$ cat src/rtl/dmem_pkg.sv
// Shared types and constants for the data-memory request controller.
// Optional feature macro used by the block: DMEM_UNCACHED_OUT_EN.
package dmem_pkg;

  typedef enum logic [1:0] {
    ST_IDLE = 2'd0,
    ST_REQ  = 2'd1,
    ST_WAIT = 2'd2,
    ST_DONE = 2'd3
  } state_t;

  localparam logic [1:0] SIZE_B = 2'd0;
  localparam logic [1:0] SIZE_H = 2'd1;
  localparam logic [1:0] SIZE_W = 2'd2;

  // kseg0 spans nibbles 0x8..0x9, kseg1 (uncached) spans 0xA..0xB
  localparam logic [3:0] KSEG0_LO = 4'h8;
  localparam logic [3:0] KSEG1_LO = 4'hA;
  localparam logic [3:0] KSEG1_HI = 4'hB;

  function automatic logic [1:0] size_from_ones(input int unsigned ones);
    logic [1:0] code;
    case (ones)
      1:       code = SIZE_B;
      2:       code = SIZE_H;
      default: code = SIZE_W;
    endcase
    return code;
  endfunction

endpackage

$ cat src/rtl/dmem_req_ctrl_if.sv
// SRAM-like data bus (req / addr_ok / data_ok); master is the controller.
// DMEM_UNCACHED_OUT_EN adds the mem_uncached request attribute.
interface dmem_req_ctrl_if #(
  parameter int ADDR_W = 32,
  parameter int DATA_W = 32
) ();
  localparam int BEN_W = DATA_W / 8;

  logic              mem_req;
  logic              mem_wr;
  logic [1:0]        mem_size;
  logic [BEN_W-1:0]  mem_ben;
  logic [ADDR_W-1:0] mem_addr;
  logic [DATA_W-1:0] mem_wdata;
  logic              mem_addr_ok;
  logic              mem_data_ok;
  logic [DATA_W-1:0] mem_rdata;
`ifdef DMEM_UNCACHED_OUT_EN
  logic              mem_uncached;
`endif

  modport master (
    output mem_req, mem_wr, mem_size, mem_ben, mem_addr, mem_wdata,
    input  mem_addr_ok, mem_data_ok, mem_rdata
`ifdef DMEM_UNCACHED_OUT_EN
    , output mem_uncached
`endif
  );

  modport slave (
    input  mem_req, mem_wr, mem_size, mem_ben, mem_addr, mem_wdata,
    output mem_addr_ok, mem_data_ok, mem_rdata
`ifdef DMEM_UNCACHED_OUT_EN
    , input mem_uncached
`endif
  );

endinterface

$ cat src/rtl/dmem_addr_map.sv
// Combinational kseg0/kseg1 virtual-to-physical translation.
// DMEM_UNCACHED_OUT_EN adds the kseg1 uncached flag output.
module dmem_addr_map
  import dmem_pkg::*;
#(
  parameter int ADDR_W = 32
) (
  input  logic [ADDR_W-1:0] vaddr,
  output logic [ADDR_W-1:0] paddr
`ifdef DMEM_UNCACHED_OUT_EN
  , output logic            uncached
`endif
);

  logic [3:0] seg;
  logic       kseg;

  assign seg  = vaddr[ADDR_W-1 -: 4];
  assign kseg = (seg >= KSEG0_LO) && (seg <= KSEG1_HI);

  // kseg0/kseg1 both alias the low 512 MB window of physical memory
  always_comb begin
    paddr = vaddr;
    if (kseg) begin
      paddr[ADDR_W-1 -: 3] = 3'b000;
    end
  end

`ifdef DMEM_UNCACHED_OUT_EN
  assign uncached = (seg >= KSEG1_LO) && (seg <= KSEG1_HI);
`endif

endmodule

$ cat src/rtl/dmem_req_ctrl.sv
// Registered M-stage data-memory port: holds the request until addr_ok, stalls until data_ok.
// DMEM_UNCACHED_OUT_EN adds bus.mem_uncached, latched with each request.
module dmem_req_ctrl
  import dmem_pkg::*;
#(
  parameter  int ADDR_W = 32,
  parameter  int DATA_W = 32,
  localparam int BEN_W  = DATA_W / 8
) (
  input  logic              clk,
  input  logic              resetn,
  input  logic              memenM,
  input  logic              memwriteM,
  input  logic [BEN_W-1:0]  selM,
  input  logic [ADDR_W-1:0] aluoutM,
  input  logic [DATA_W-1:0] writedataM,
  input  logic              flushM,
  input  logic              core_ready,
  output logic [DATA_W-1:0] readdataM,
  output logic              stallM,
  dmem_req_ctrl_if.master   bus
);

  logic [ADDR_W-1:0] paddr;
  logic [1:0]        size_next;
  logic              issue;

  state_t            state_reg;
  logic              discard_reg;
  logic              mem_req_reg;
  logic              mem_wr_reg;
  logic [1:0]        mem_size_reg;
  logic [BEN_W-1:0]  mem_ben_reg;
  logic [ADDR_W-1:0] mem_addr_reg;
  logic [DATA_W-1:0] mem_wdata_reg;
  logic [DATA_W-1:0] readdata_reg;

`ifdef DMEM_UNCACHED_OUT_EN
  logic              uncached;
  logic              uncached_reg;
`endif

  dmem_addr_map #(
    .ADDR_W (ADDR_W)
  ) u_addr_map (
    .vaddr    (aluoutM),
    .paddr    (paddr)
`ifdef DMEM_UNCACHED_OUT_EN
    , .uncached (uncached)
`endif
  );

  assign issue     = memenM && !flushM;
  assign size_next = size_from_ones($countones(selM));

  always_ff @(posedge clk or negedge resetn) begin
    if (!resetn) begin
      state_reg     <= ST_IDLE;
      discard_reg   <= 1'b0;
      mem_req_reg   <= 1'b0;
      mem_wr_reg    <= 1'b0;
      mem_size_reg  <= SIZE_B;
      mem_ben_reg   <= '0;
      mem_addr_reg  <= '0;
      mem_wdata_reg <= '0;
      readdata_reg  <= '0;
`ifdef DMEM_UNCACHED_OUT_EN
      uncached_reg  <= 1'b0;
`endif
    end else begin
      case (state_reg)
        ST_IDLE: begin
          if (issue) begin
            mem_req_reg   <= 1'b1;
            mem_wr_reg    <= memwriteM;
            mem_size_reg  <= size_next;
            mem_ben_reg   <= selM;
            mem_addr_reg  <= paddr;
            mem_wdata_reg <= writedataM;
`ifdef DMEM_UNCACHED_OUT_EN
            uncached_reg  <= uncached;
`endif
            state_reg     <= ST_REQ;
          end
        end
        ST_REQ: begin
          // once accepted, a flushed request must still drain its response
          if (bus.mem_addr_ok) begin
            mem_req_reg <= 1'b0;
            discard_reg <= flushM;
            state_reg   <= ST_WAIT;
          end else if (flushM) begin
            mem_req_reg <= 1'b0;
            state_reg   <= ST_IDLE;
          end
        end
        ST_WAIT: begin
          if (bus.mem_data_ok) begin
            if (discard_reg || flushM) begin
              discard_reg <= 1'b0;
              state_reg   <= ST_IDLE;
            end else begin
              if (!mem_wr_reg) begin
                readdata_reg <= bus.mem_rdata;
              end
              state_reg <= ST_DONE;
            end
          end else if (flushM) begin
            discard_reg <= 1'b1;
          end
        end
        ST_DONE: begin
          // memenM is still high for the same instruction here; only advance/flush leaves
          if (core_ready || flushM) begin
            state_reg <= ST_IDLE;
          end
        end
        default: state_reg <= ST_IDLE;
      endcase
    end
  end

  assign stallM = ((state_reg == ST_IDLE) && issue) ||
                  (state_reg == ST_REQ) || (state_reg == ST_WAIT);

  assign readdataM     = readdata_reg;
  assign bus.mem_req   = mem_req_reg;
  assign bus.mem_wr    = mem_wr_reg;
  assign bus.mem_size  = mem_size_reg;
  assign bus.mem_ben   = mem_ben_reg;
  assign bus.mem_addr  = mem_addr_reg;
  assign bus.mem_wdata = mem_wdata_reg;
`ifdef DMEM_UNCACHED_OUT_EN
  assign bus.mem_uncached = uncached_reg;
`endif

endmodule

$ cat src/flat_wrapper.sv
// flat-port wrapper written by rule: the top's interface ports become plain ports
module dmem_req_ctrl_flat import dmem_pkg::*;
#(
  parameter  int ADDR_W = 32,
  parameter  int DATA_W = 32,
  localparam int BEN_W  = DATA_W / 8
)
  (clk, resetn, memenM, memwriteM, selM, aluoutM, writedataM, flushM, core_ready, readdataM, stallM, bus_mem_req, bus_mem_wr, bus_mem_size, bus_mem_ben, bus_mem_addr, bus_mem_wdata, bus_mem_addr_ok, bus_mem_data_ok, bus_mem_rdata);
  dmem_req_ctrl_if #(.ADDR_W(ADDR_W), .DATA_W(DATA_W)) bus_i ();
  input  logic clk;
  input  logic resetn;
  input  logic memenM;
  input  logic memwriteM;
  input  logic [BEN_W-1:0] selM;
  input  logic [ADDR_W-1:0] aluoutM;
  input  logic [DATA_W-1:0] writedataM;
  input  logic flushM;
  input  logic core_ready;
  output logic [DATA_W-1:0] readdataM;
  output logic stallM;
  output wire logic [$bits(bus_i.mem_req)-1:0] bus_mem_req;
  output wire logic [$bits(bus_i.mem_wr)-1:0] bus_mem_wr;
  output wire logic [$bits(bus_i.mem_size)-1:0] bus_mem_size;
  output wire logic [$bits(bus_i.mem_ben)-1:0] bus_mem_ben;
  output wire logic [$bits(bus_i.mem_addr)-1:0] bus_mem_addr;
  output wire logic [$bits(bus_i.mem_wdata)-1:0] bus_mem_wdata;
  input wire logic [$bits(bus_i.mem_addr_ok)-1:0] bus_mem_addr_ok;
  input wire logic [$bits(bus_i.mem_data_ok)-1:0] bus_mem_data_ok;
  input wire logic [$bits(bus_i.mem_rdata)-1:0] bus_mem_rdata;
  assign bus_mem_req = bus_i.mem_req;
  assign bus_mem_wr = bus_i.mem_wr;
  assign bus_mem_size = bus_i.mem_size;
  assign bus_mem_ben = bus_i.mem_ben;
  assign bus_mem_addr = bus_i.mem_addr;
  assign bus_mem_wdata = bus_i.mem_wdata;
  assign bus_i.mem_addr_ok = bus_mem_addr_ok;
  assign bus_i.mem_data_ok = bus_mem_data_ok;
  assign bus_i.mem_rdata = bus_mem_rdata;
  dmem_req_ctrl #(.ADDR_W(ADDR_W), .DATA_W(DATA_W)) u_core (.clk(clk), .resetn(resetn), .memenM(memenM), .memwriteM(memwriteM), .selM(selM), .aluoutM(aluoutM), .writedataM(writedataM), .flushM(flushM), .core_ready(core_ready), .readdataM(readdataM), .stallM(stallM), .bus(bus_i));
endmodule
$ cat config.mk
export PLATFORM = sky130hd
export DESIGN_NAME = dmem_req_ctrl_flat
export DESIGN_NICKNAME = d
export VERILOG_FILES = /design/src/rtl/dmem_pkg.sv /design/src/rtl/dmem_req_ctrl_if.sv /design/src/rtl/dmem_addr_map.sv /design/src/rtl/dmem_req_ctrl.sv /design/src/flat_wrapper.sv
export SDC_FILE = /design/constraint.sdc
export NUM_CORES = 1
export LEC_CHECK = 0
export BUFFER_PORTS_ARGS = -buffer_cell sky130_fd_sc_hd__buf_4
export CORE_MARGIN = 2
export CORE_UTILIZATION = 47
export DETAILED_ROUTE_END_ITERATION = 12
export GPL_TIMING_DRIVEN = 1
export HOLD_SLACK_MARGIN = 0.12
export PLACE_DENSITY_LB_ADDON = 0.25
export SLEW_MARGIN = 40
export SYNTH_ARGS = -nofsm -noshare
export SYNTH_HDL_FRONTEND = slang
export SYNTH_HIERARCHICAL = 1
export SYNTH_SLANG_ARGS = --single-unit
$ cat constraint.sdc
create_clock -name clk -period 1.98 [get_ports clk]
set_input_delay 0.396 -clock clk [delete_from_list [all_inputs] [get_ports clk]]
set_output_delay 0.396 -clock clk [all_outputs]
set_load 0.03 [all_outputs]
# [After elaboration in Yosys (flattened, before gate mapping)]
# Cells that the tools add are included.
[op_classes] bitwise_logic=2 reduce_logical=16 mux=18 add_sub_neg=3 n_lt_le_gt_ge=2 n_eq_ne=12
[op_table] op="adder 32 bit" n=1
[op_table] op="equality test 32 x 1 -> 1 bit (second input constant)" n=1
[op_table] op="equality test 32 x 2 -> 1 bit (second input constant)" n=1
[op_table] op="two-way mux 2 bit" n=6
[op_table] op="AND reduction 4 bit" n=3
[op_table] op="case mux 2 bit (4 select lines)" n=1
[op_table] op="two-way mux 1 bit" n=7
[op_table] op="inequality test 3 bit (second input constant)" n=2
[op_table] op="adder 1 x 1 -> 2 bit" n=2
[op_table] op="equality test 2 bit (second input constant)" n=2
[op_table] op="greater-or-equal comparator 4 bit (second input constant)" n=1
[op_table] op="less-or-equal comparator 4 bit (second input constant)" n=1
[op_table] op="logical OR 1 bit" n=4
[op_table] op="inequality test 2 x 1 -> 1 bit (second input constant)" n=2
[op_table] op="inequality test 2 bit (second input constant)" n=2
[op_table] op="case mux 1 bit (2 select lines)" n=2
[op_table] op="case mux 2 bit (2 select lines)" n=1
[op_table] op="nonzero test 2 bit" n=2
[op_table] op="logical AND 1 bit" n=3
[op_table] op="two-way mux 3 bit" n=1
[op_table] op="inequality test 3 x 2 -> 1 bit (second input constant)" n=1
[op_table] op="AND reduction 3 bit" n=1
[op_table] op="equality test 2 x 1 -> 1 bit (second input constant)" n=1
[op_table] op="zero test 2 bit" n=1
[op_table] op="3 further kinds" n=4
[totals] out_inout_bits=105 elab_cells=62 inputBits=108 regBits=107

# [Depth between registers and ports, before layout]
# Gate-level depths: netlist of the first run.
[logic_depth] depth_word=5 mapped_depth=8 depth_no_buf=8

# [By module]
# The synthesis of the first run kept the hierarchy.
[modules_own_cells] module="dmem_req_ctrl" cells_each=265 n_inst=1 area_per_inst_um2=4325.4 seq_area_each_um2=2677.6
[modules_own_cells] module="dmem_addr_map" cells_each=33 n_inst=1 area_per_inst_um2=244.0 seq_area_each_um2=0.0

# [Least setup slack after synthesis of the first run]
# No wires, ideal clock.
[synth_path] path_type="input -> register" from="input selM[0]" to="register u_core.mem_size_reg[1], in the netlist u_core/bus.mem_size[1]" t_arrival_ns=1.754 required_time_ns=1.903 path_stages=8 path_slack_ns=0.148 path_buffers=0 setup_ns=0.077 path_cell_list="inv_1 > fa_1 > inv_1 > ha_1 > ha_1 > xnor2_1 > nor2_1 > a21oi_1"
[synth_between] elab_chain_cells=4 word_cells_on_any_way=5 cone_classes="add/sub (2); eq/ne (2); mux (1)"
[synth_rtl] item="start: declaration" line="flat_wrapper.sv:14" text="input logic [BEN_W-1:0] selM;"
[synth_rtl] item="adder 1 x 1 -> 2 bit (implied by the code) *" line="dmem_req_ctrl.sv:54" text="assign size_next = size_from_ones($countones(selM));"
[synth_rtl] item="adder 32 bit (implied by the code) *" line="dmem_req_ctrl.sv:54"
[synth_rtl] item="equality test 32 x 2 -> 1 bit or equality test 32 x 1 -> 1 bit (tied branches)" line="dmem_pkg.sv:23" text="case (ones)"
[synth_rtl] item="case mux 2 bit (2 select lines) *" line="dmem_pkg.sv:23"
[synth_rtl] item="end signal: assignment" line="dmem_req_ctrl.sv:76" text="mem_size_reg <= size_next;"
[synth_rtl] item="end: declaration" line="dmem_req_ctrl.sv:32" text="logic [1:0] mem_size_reg;"
# Every way passes the cells marked *; elsewhere a longest branch is shown, timed or not.
# A chain may end at the register's enable or synchronous reset.

# [Worst setup path in the final report of the first run]
[layout_path] from="register u_core.state_reg[1]" to="register u_core.mem_addr_reg[20], in the netlist u_core/bus.mem_addr[20]"
[layout_between] elab_chain_cells=2
[layout_rtl] item="start: declaration" line="dmem_req_ctrl.sv:28" text="state_t state_reg;"
[layout_rtl] item="start signal: assignment" line="dmem_req_ctrl.sv:58" text="state_reg <= ST_IDLE;"
[layout_rtl] item="start signal: assignment" line="dmem_req_ctrl.sv:83" text="state_reg <= ST_REQ;"
[layout_rtl] item="start signal: assignment" line="dmem_req_ctrl.sv:91" text="state_reg <= ST_WAIT;"
[layout_rtl] item="zero test 2 bit" line="dmem_req_ctrl.sv:71" text="case (state_reg)"
[layout_rtl] item="AND reduction 2 bit (no source line)"
[layout_rtl] item="end signal: assignment" line="dmem_req_ctrl.sv:78" text="mem_addr_reg <= paddr;"
[layout_rtl] item="end: declaration" line="dmem_req_ctrl.sv:34" text="logic [ADDR_W-1:0] mem_addr_reg;"
# No other way between the ends.

==> results.json, run 1 <==
{
  "status": "finished clean",
  "ys_types": 27,
  "vias": 2945,
  "synth_top_area_cell": "dfrtp_1",
  "die_h_um": 103,
  "postSynthAreaPerCell_um2": 15.3,
  "grt_usage": 0.180,
  "hp-class": "in -> reg",
  "critPathLaunchType": "flip-flop",
  "cellPowerDensity_mw_per_mm2": 1710,
  "switching_share": 0.412,
  "p_seq_frac": 0.353,
  "ios": 213,
  "wire_per_inst_um": 15.7,
  "cp_data_arrival_time_ns": 2.01,
  "clkSlewWorstSetupHoldPaths_ns": 0.11,
  "rsz0062_at_grt": "no",
  "p_clk_frac": 0.129,
  "crit_fanout": 73,
  "multi_input_area_mm2": 0.00152,
  "antenna_found_initial": 0,
  "clock-root-buffer": "clkbuf_8",
  "intPower_mw": 6.29,
  "dpl-instance-area_mm2": 0.00605,
  "required_ns": 2.23,
  "portBuffers": 212,
  "dieWidth_um": 103,
  "cts_tree": "yes",
  "nets": 596,
  "grt_max_degree": 108,
  "start_util": 0.490,
  "worstMarginPinSlew_ns": 0.584,
  "post-route-cell-area_mm2": 0.00627,
  "holdWs_ns": 0.256,
  "ctsHtreeMaxLevel": 3,
  "fin_skew_ns": 0.0165,
  "vias_per_cell": 4.76,
  "grt_pass1_wl_um": 14600,
  "p_total_mw": 10.7,
  "synth_area_leaders": "dfrtp_1 (59%), mux2_2 (17%), mux2_4 (9.9%)",
  "syn2layout_area_growth_pct": 37.2,
  "worstSkewPairLatency_ns": 0.36,
  "worstPathCellList": "nor4b_2, buf_12, mux2_2",
  "comb_power_share": 0.518,
  "relSlewSlack": 0.610,
  "crit_type": "reg -> reg",
  "fillerInstances": 728,
  "first_global_vias": 2987,
  "drt_iter0_markers": 80,
  "cts_buffer_depth": 2,
  "slew_viol_final": 0,
  "maxCapViolCount": 0,
  "fin_util": 0.672,
  "synthesis.nets": 409,
  "synth_area_mm2": 0.00457,
  "irDropWorstVdd_v": 0.000737,
  "power_switching_mw": 4.41,
  "clock.fmax_mhz": 566,
  "synth-seq-cells": 107,
  "drt-pass1-iter-count": 4,
  "clock-sinks": 107,
  "fp.coreArea_mm2": 0.00933,
  "die_area_mm2": 0.0105,
  "yosysSeqAreaShare": 0.586,
  "ant_nets": 0,
  "cp-end-kind": "flip-flop",
  "place_congestion": 0.718,
  "synth_top_area_frac": 0.586,
  "layout_commonest_cell": "buf_4",
  "gr-total-overflow": 0,
  "cpPeakStageDelay_ns": 0.47,
  "fin_crit_ns": 1.77,
  "drive_gt1_frac": 0.694,
  "hold_violations": 0,
  "most-common-layout-cells": "buf_4 (216), dfrtp_1 (107), mux2_2 (71), mux2_4 (30), clkbuf_8 (10)",
  "setup_viol": 0,
  "diodes": 0,
  "drc": 0,
  "seq_area_mm2": 0.00268,
  "cts_setup_buffers": 0,
  "cts-buffers-inserted": 9,
  "rows": 35,
  "period_share": 0.893,
  "power.leakage_nw": 3.15,
  "yosys_warnings": 6,
  "dp_hpwl_um": 7150,
  "drt-total-wl_um": 9750,
  "crit_slowest_cell": "dfrtp_1",
  "netlist_instances": 298
}
worst paths after layout:
| check | from | to | slack (ns) | depth (start not counted) |
|---|---|---|---|---|
| worst max-delay path | u_core/state_reg[1] | u_core/bus.mem_addr[20] | 0.21 | 3 |
| worst min-delay path | bus_mem_rdata[19] | u_core/readdataM[19] | 0.26 | 2 |
| worst max register to register | u_core/state_reg[1] | u_core/bus.mem_addr[20] | 0.21 | 3 |
| worst min register to register | u_core/bus.mem_wdata[3] | u_core/bus.mem_wdata[3] | 0.52 | 1 |
| max in group asynchronous | resetn | u_core/bus.mem_wdata[4] | 0.89 | 3 |
| min in group asynchronous | resetn | u_core/bus.mem_wdata[0] | 0.60 | 3 |
synth_stat cells:
| library cell | number |
|---|---|
| xnor2_1 | 1 |
| and2_2 | 1 |
| mux2_2 | 71 |
| nand2_1 | 2 |
| nor4b_2 | 1 |
| nor3b_1 | 1 |
| nor3_1 | 1 |
| nand3_1 | 1 |
| nor2b_1 | 3 |
| a21boi_2 | 1 |
| a21oi_1 | 6 |
| inv_1 | 8 |
| buf_6 | 10 |
| a21o_1 | 1 |
| clkbuf_1 | 3 |
| dfrtp_1 | 107 |
| nand3b_1 | 1 |
| ha_1 | 2 |
| fa_1 | 1 |
| a221oi_1 | 1 |
| buf_4 | 30 |
| o21ai_0 | 7 |
| a211o_1 | 1 |
| mux2_4 | 30 |
| nor4b_1 | 1 |
| nand2_2 | 1 |
| nor2_1 | 5 |
metal layers:
layer,wire (µm),share of wire,global-route usage
met5,0,0,0
met1,3760,0.39,0.217
met2,5110,0.52,0.312
met3,630,0.065,0.0481
met4,244,0.025,0.0667
worst max-delay path, delay by kind of cell (launching register included):
kind          cells  cell delay [ns]
flops             1             0.47
buf+inv           1             0.37
mux               1             0.39
simple gates      1             0.38
what timing repair did:
item / in CTS / in global routing
hold buffers: 1 / 0
resized for setup: 0 / 0
endpoints found under the hold margin: 18 / 0
logic make-up after synthesis:
| logic type | count (synthesis) | share of synthesized area |
|---|---|---|
| simple gates | 18 | 0.0236 |
| buf+inv | 51 | 0.0830 |
| compound gates | 17 | 0.0222 |
| xor+xnor | 1 | 0.00192 |
| flops | 107 | 0.586 |
| mux | 101 | 0.274 |
| fa+ha+maj | 3 | 0.00986 |
area by class of cell:
class                      instances  share of cell area
clock buffer                      10              0.0220
clock inverter                     6              0.0112
inverter                           8             0.00479
multi-input combinational        140               0.242
sequential                       107               0.427
tap                              129              0.0258
timing repair buffer             219               0.267
power groups by stage:
stage	sequential (mW)	clock, mW	combinational (mW)
2_1_floorplan	5.80	0	1.45
3_3_place_gp	3.76	0	5.52
3_5_place_dp	3.82	0	5.59
4_1_cts	3.79	1.44	5.60
5_1_grt	3.91	1.53	5.81
6_report	3.77	1.39	5.54
through the flow:
step	instances	setup TNS [ns]	setup WS, ns
global route	619	0	0.120
floorplan	298	0	0.148
global placement	602	-0.00904	-0.00904
CTS	619	0	0.196
detailed placement	602	-0.0659	-0.0659
finish	619	0	0.212
(Power assumes the default switching activity.)
==> run 2: changes to the inputs <==
--- a/config.mk
+++ b/config.mk
@@ -7,13 +7,13 @@
 export LEC_CHECK = 0
 export BUFFER_PORTS_ARGS = -buffer_cell sky130_fd_sc_hd__buf_4
 export CORE_MARGIN = 2
-export CORE_UTILIZATION = 47
+export CORE_UTILIZATION = 45
 export DETAILED_ROUTE_END_ITERATION = 12
 export GPL_TIMING_DRIVEN = 1
 export HOLD_SLACK_MARGIN = 0.12
 export PLACE_DENSITY_LB_ADDON = 0.25
+export RECOVER_POWER = 25
 export SLEW_MARGIN = 40
 export SYNTH_ARGS = -nofsm -noshare
 export SYNTH_HDL_FRONTEND = slang
-export SYNTH_HIERARCHICAL = 1
 export SYNTH_SLANG_ARGS = --single-unit
==> run 2 against run 1 <==
- die area down 4.6%
- core utilization hardly changed
- sequential power increased by 2%
- fmax fell by 1.2%
- synthesized area down 8.8%
- final cell count shrank 2.4%
- worst setup slack got worse by 0.021 ns
- critical endpoint is now stallM
- largest cell class unchanged
- highest routed layer unchanged
==> results.json, run 2 <==
{
  "yosys_warnings": 0,
  "cts_tree": "yes",
  "crit_fanout": 12,
  "synth-seq-cells": 107,
  "holdWs_ns": 0.244,
  "drt-total-wl_um": 9680,
  "grt_usage": 0.192,
  "postSynthAreaPerCell_um2": 15.5,
  "vias_per_cell": 4.95,
  "cts-buffers-inserted": 9,
  "drive_gt1_frac": 0.592,
  "synth_top_area_frac": 0.642,
  "antenna_found_initial": 0,
  "drt-pass1-iter-count": 4,
  "die_area_mm2": 0.0100,
  "drc": 0,
  "die_h_um": 100,
  "most-common-layout-cells": "buf_4 (215), dfrtp_1 (107), mux2_2 (55), mux2_1 (44), clkbuf_8 (11)",
  "synth_area_mm2": 0.00417,
  "worstMarginPinSlew_ns": 0.886,
  "synth-main-ff-cell": "dfrtp_1",
  "crit_type": "reg -> out",
  "rsz0062_at_grt": "no",
  "drt_iter0_markers": 37,
  "setup_viol": 0,
  "critPathLaunchType": "flip-flop",
  "wire_per_inst_um": 16.0,
  "fin_crit_ns": 1.79,
  "ctsHtreeMaxLevel": 3,
  "diodes": 0,
  "hp-class": "in -> reg",
  "slew_viol_final": 0,
  "irDropWorstVdd_v": 0.000907,
  "grt_pass1_wl_um": 15200,
  "dp_hpwl_um": 7320,
  "status": "finished clean",
  "ant_nets": 0,
  "grt_max_degree": 61,
  "yosysMostFrequentCell": "dfrtp_1",
  "start_util": 0.458,
  "ios": 213,
  "fin_setup_tns_ns": 0,
  "cp_data_arrival_time_ns": 1.39,
  "clock-root-buffer": "clkbuf_8",
  "layout_commonest_cell": "buf_4",
  "clock.fmax_mhz": 559,
  "rows": 35,
  "period_share": 0.903,
  "hold_violations": 0,
  "worstSkewPairLatency_ns": 0.35,
  "cts_setup_buffers": 0,
  "cts_buffer_depth": 2,
  "fin_skew_ns": 0.0107,
  "clock-sinks": 107,
  "cellPowerDensity_mw_per_mm2": 1740,
  "async_reset_ff_frac": 1.00,
  "power.leakage_nw": 3.03,
  "portBuffers": 212,
  "maxCapViolCount": 0,
  "first_global_vias": 3076,
  "fp.coreArea_mm2": 0.00911,
  "place_congestion": 0.813,
  "yosysSeqAreaShare": 0.642,
  "synth_area_leaders": "dfrtp_1 (64%), mux2_2 (15%), mux2_1 (12%)",
  "dpl-instance-area_mm2": 0.00593,
  "synth_commonest_cells": "dfrtp_1 (107), mux2_2 (55), mux2_1 (44)",
  "gr-total-overflow": 0,
  "post-route-cell-area_mm2": 0.00612,
  "clkSlewWorstSetupHoldPaths_ns": 0.11,
  "fillerInstances": 698,
  "netlist_instances": 269,
  "synth_edf_count": 0,
  "nets": 600,
  "cp-end-kind": "output pin",
  "relSlewSlack": 0.409,
  "synth_top_area_cell": "dfrtp_1",
  "required_ns": 1.58,
  "syn2layout_area_growth_pct": 46.8,
  "ys_types": 25,
  "dieWidth_um": 100,
  "vias": 2992,
  "synthesis.nets": 381
}
-- run 2: where the power goes --
part           internal [mW]  leakage (nW)  switching, mW  total (mW)
clock                  0.545        0.0981          0.755        1.30
sequential              3.26          1.30          0.566        3.83
combinational           2.30          1.63           3.25        5.55
total                   6.10          3.03           4.57        10.7
-- run 2: worst paths after layout --
path / startpoint / endpoint / slack [ns] / cells past startpoint
setup / recovery: u_core.state_reg[1] / stallM / 0.19 / 4
hold / removal: writedataM[6] / u_core.bus.mem_wdata[6] / 0.24 / 2
setup reg to reg: u_core.state_reg[1] / u_core.bus.mem_wdata[28] / 0.34 / 3
hold reg to reg: u_core.bus.mem_wdata[21] / u_core.bus.mem_wdata[21] / 0.49 / 1
max in group asynchronous: resetn / u_core.bus.mem_addr[13] / 0.35 / 3
min in group asynchronous: resetn / u_core.readdataM[26] / 0.67 / 2
-- run 2: timing repair --
item                                   4_1_cts  5_1_grt
hold buffers                                 1        0
endpoints found under the hold margin       33        0
gates resized for setup                      0        0
-- run 2: kinds of logic after synthesis --
family,count (synthesis),synth area share
and+or+nand+nor,19,0.0240
buffers and inverters,22,0.0267
AOI/OAI and AO/OA,17,0.0234
DFF,107,0.642
xor gates and xnor gates,1,0.00210
adders and majority gates,4,0.0138
muxes,99,0.267
-- run 2: worst max-delay path: stages (launching register included) --
cell and delay [ns]:
dfrtp_1 0.42, buf_4 0.19, nor3_1 0.18, a21oi_1 0.07, buf_4 0.17
-- run 2: area by class of cell --
cell class / instances / area [µm²] / share of cell area
sequential: 107 / 2680 / 0.438
timing repair buffer: 221 / 1680 / 0.275
multi-input combinational: 140 / 1390 / 0.227
clock buffer: 11 / 151 / 0.0247
tap: 111 / 139 / 0.0227
clock inverter: 5 / 45.0 / 0.00736
inverter: 9 / 33.8 / 0.00552
-- run 2: per-stage QoR --
step / instances / setup slack (ns) / power, mW / util
final: 604 / 0.191 / 10.7 / 0.672
after global routing: 604 / 0.115 / 11.3 / 0.672
after CTS: 604 / 0.175 / 10.8 / 0.673
after detailed placement: 587 / 0.0397 / 9.49 / 0.651
after global placement: 587 / 0.0973 / 9.34 / 0.651
after floorplan: 269 / 0.274 / 7.12 / -
-- run 2: metal layers --
metal	vias up	routed length (µm)	global-route usage	share of wire
met4	0	148	0.0695	0.015
li1	1379	-	-	-
met2	126	5110	0.338	0.53
met1	1476	3760	0.229	0.39
met3	11	668	0.0467	0.069
met5	-	0	0	0
==> run 3: changes to the inputs <==
--- a/config.mk
+++ b/config.mk
@@ -7,7 +7,7 @@
 export LEC_CHECK = 0
 export BUFFER_PORTS_ARGS = -buffer_cell sky130_fd_sc_hd__buf_4
 export CORE_MARGIN = 2
-export CORE_UTILIZATION = 45
+export CORE_UTILIZATION = 41
 export DETAILED_ROUTE_END_ITERATION = 12
 export GPL_TIMING_DRIVEN = 1
 export HOLD_SLACK_MARGIN = 0.12
==> constraint.sdc (replaced) <==
create_clock -name clk -period 1.59 [get_ports clk]
set_input_delay 0.318 -clock clk [delete_from_list [all_inputs] [get_ports clk]]
set_output_delay 0.318 -clock clk [all_outputs]
set_load 0.03 [all_outputs]
==> run 3 against run 2 <==
- the flow now finishes with violations (negative setup slack)
- critical endpoint is now u_core.readdataM[18]
- combinational power increased by 45%
- clock-buffer cell count fell by 1
- design area is 13% higher
- largest power group unchanged
- critical path depth rose by 3
==> results.json, run 3 (synthesized netlist as in run 2, its figures left out) <==
{
  "dp_hpwl_um": 7020,
  "rsz0062_at_grt": "yes",
  "cts-buffers-inserted": 9,
  "hp-class": "in -> reg",
  "place_congestion": 0.728,
  "layout_commonest_cell": "buf_4",
  "die_h_um": 105,
  "grt_use_met3": 0.0618,
  "drt-total-wl_um": 11400,
  "p_seq_frac": 0.324,
  "intPower_mw": 9.10,
  "clock-sinks": 107,
  "syn2layout_area_growth_pct": 65.2,
  "rows": 36,
  "first_global_vias": 3081,
  "antenna_found_initial": 0,
  "drt_iter0_markers": 130,
  "start_util": 0.424,
  "drc": 0,
  "ant_nets": 0,
  "grt_max_degree": 46,
  "worstPathCellList": "buf_6, buf_4, nor2_1, nand4_1, buf_6, clkbuf_16, mux2_2",
  "clkSlewWorstSetupHoldPaths_ns": 0.10,
  "fin_skew_ns": 0.00869,
  "setup_viol": 33,
  "power.leakage_nw": 3.46,
  "ctsHtreeMaxLevel": 3,
  "drt-pass1-iter-count": 4,
  "post-place-ws_ns": -0.165,
  "cp-end-kind": "flip-flop",
  "grt_pass1_wl_um": 15500,
  "required_ns": 1.84,
  "setup_slack_ns": -0.0842,
  "worstSkewPairLatency_ns": 0.36,
  "power_switching_mw": 5.96,
  "crit_slowest_cell": "dfrtp_1",
  "maxCapViolCount": 0,
  "diodes": 0,
  "cpPeakStageDelay_ns": 0.42,
  "vias_per_cell": 4.80,
  "gr-usage-met1": 0.227,
  "cp_num_buf_inv": 4,
  "worstMarginPinSlew_ns": 0.625,
  "fp.coreArea_mm2": 0.00982,
  "portBuffers": 212,
  "switching_share": 0.396,
  "cts_buffer_depth": 2,
  "crit_fanout": 16,
  "slew_viol_final": 0,
  "fin_crit_ns": 1.67,
  "ios": 213,
  "grt_usage": 0.179,
  "clock.fmax_mhz": 597,
  "relSlewSlack": 0.584,
  "grtUsageMet2": 0.287,
  "top_usage_layer": "met2",
  "status": "finished with violations",
  "most-common-layout-cells": "buf_4 (216), dfrtp_1 (107), mux2_4 (68), mux2_2 (31), clkbuf_8 (10)",
  "dieWidth_um": 105,
  "gr-total-overflow": 0,
  "ff2ff_setup_slack_ns": -0.08,
  "cp_data_arrival_time_ns": 1.93,
  "wire_per_inst_um": 17.6,
  "p_clk_frac": 0.142,
  "crit_type": "reg -> reg",
  "cts_tree": "yes",
  "drive_gt1_frac": 0.706,
  "path_delay_family": "buffers and inverters",
  "critPathLaunchType": "flip-flop",
  "die_area_mm2": 0.0110,
  "hold_violations": 0,
  "clock-root-buffer": "clkbuf_8",
  "cellPowerDensity_mw_per_mm2": 2190,
  "vias": 3091,
  "irDropWorstVdd_v": 0.00117,
  "comb_power_share": 0.535,
  "nets": 619,
  "fin_util": 0.701,
  "crit_top_cell": "buf_6",
  "period_share": 1.05,
  "violations": "negative setup slack"
}
run 3: cell types whose count changed in the layout (fill, tap and decap cells not counted), sizes merged:
cell,delta
inv,-2
clkbuf,+5
clkinv,-1
clkinvlp,-1
buf,+13
bufinv,+4
run 3: path summary, 6_finish.rpt:
path / start / to / cells after the start
min in group asynchronous: resetn / u_core.bus.mem_addr[31] / 2
worst max-delay path: u_core.state_reg[0] / u_core.readdataM[18] / 7
worst max register to register: u_core.state_reg[0] / u_core.readdataM[18] / 7
worst min-delay path: bus_mem_rdata[22] / u_core.readdataM[22] / 2
max in group asynchronous: resetn / u_core.bus.mem_wdata[23] / 3
worst min register to register: u_core.readdataM[2] / u_core.readdataM[2] / 1
run 3: layout make-up:
type | instances | area [µm²]
clock buffer | 10 | 138
clock inverter | 5 | 125
fill | 704 | 2940
inverter | 9 | 33.8
multi-input combinational | 140 | 1700
sequential | 107 | 2680
tap | 133 | 166
timing repair buffer | 240 | 2050
run 3: power groups by stage:
stage / Sequential [mW] / Clock [mW] / Combinational, mW
floorplan: 7.42 / 0 / 1.46
global placement: 4.77 / 0 / 6.88
detailed placement: 4.84 / 0 / 6.98
CTS: 4.79 / 2.18 / 7.10
global route: 5.03 / 2.30 / 8.40
finish: 4.87 / 2.13 / 8.05
run 3: per-stage QoR:
| stage | hold slack, ns | power [mW] | instances | area, µm² | setup TNS (ns) |
|---|---|---|---|---|---|
| global placement | 0.236 | 11.6 | 609 | 6000 | -0.267 |
| detailed placement | 0.243 | 11.8 | 609 | 6000 | -1.52 |
| floorplan | 0.0224 | 8.88 | 269 | 4210 | 0 |
| finish | 0.181 | 15.1 | 644 | 6880 | -1.95 |
| CTS | 0.153 | 14.1 | 630 | 6370 | -0.0551 |
| global route | 0.155 | 15.7 | 644 | 6880 | -3.67 |
run 3: worst reg2reg max path, delay by kind of cell (launching register included):
family / cells / cell delay [ns]
flip-flops: 1 / 0.42
AND/OR/NAND/NOR: 2 / 0.25
multiplexers: 1 / 0.28
buffers and inverters: 4 / 0.62
run 3: routing by layer:
metal / share of wire / wire length [µm]
met1: 0.41 / 4710
met2: 0.50 / 5650
met3: 0.076 / 866
met4: 0.012 / 137
met5: 0 / 0
run 3: timing repair:
item,in CTS,in global routing
gates cloned,2,8
pin swaps,1,3
setup buffers,3,6
endpoints found under the hold margin,21,0
hold buffers,1,0
resized for setup,6,77
endpoints found under the setup margin,52,66
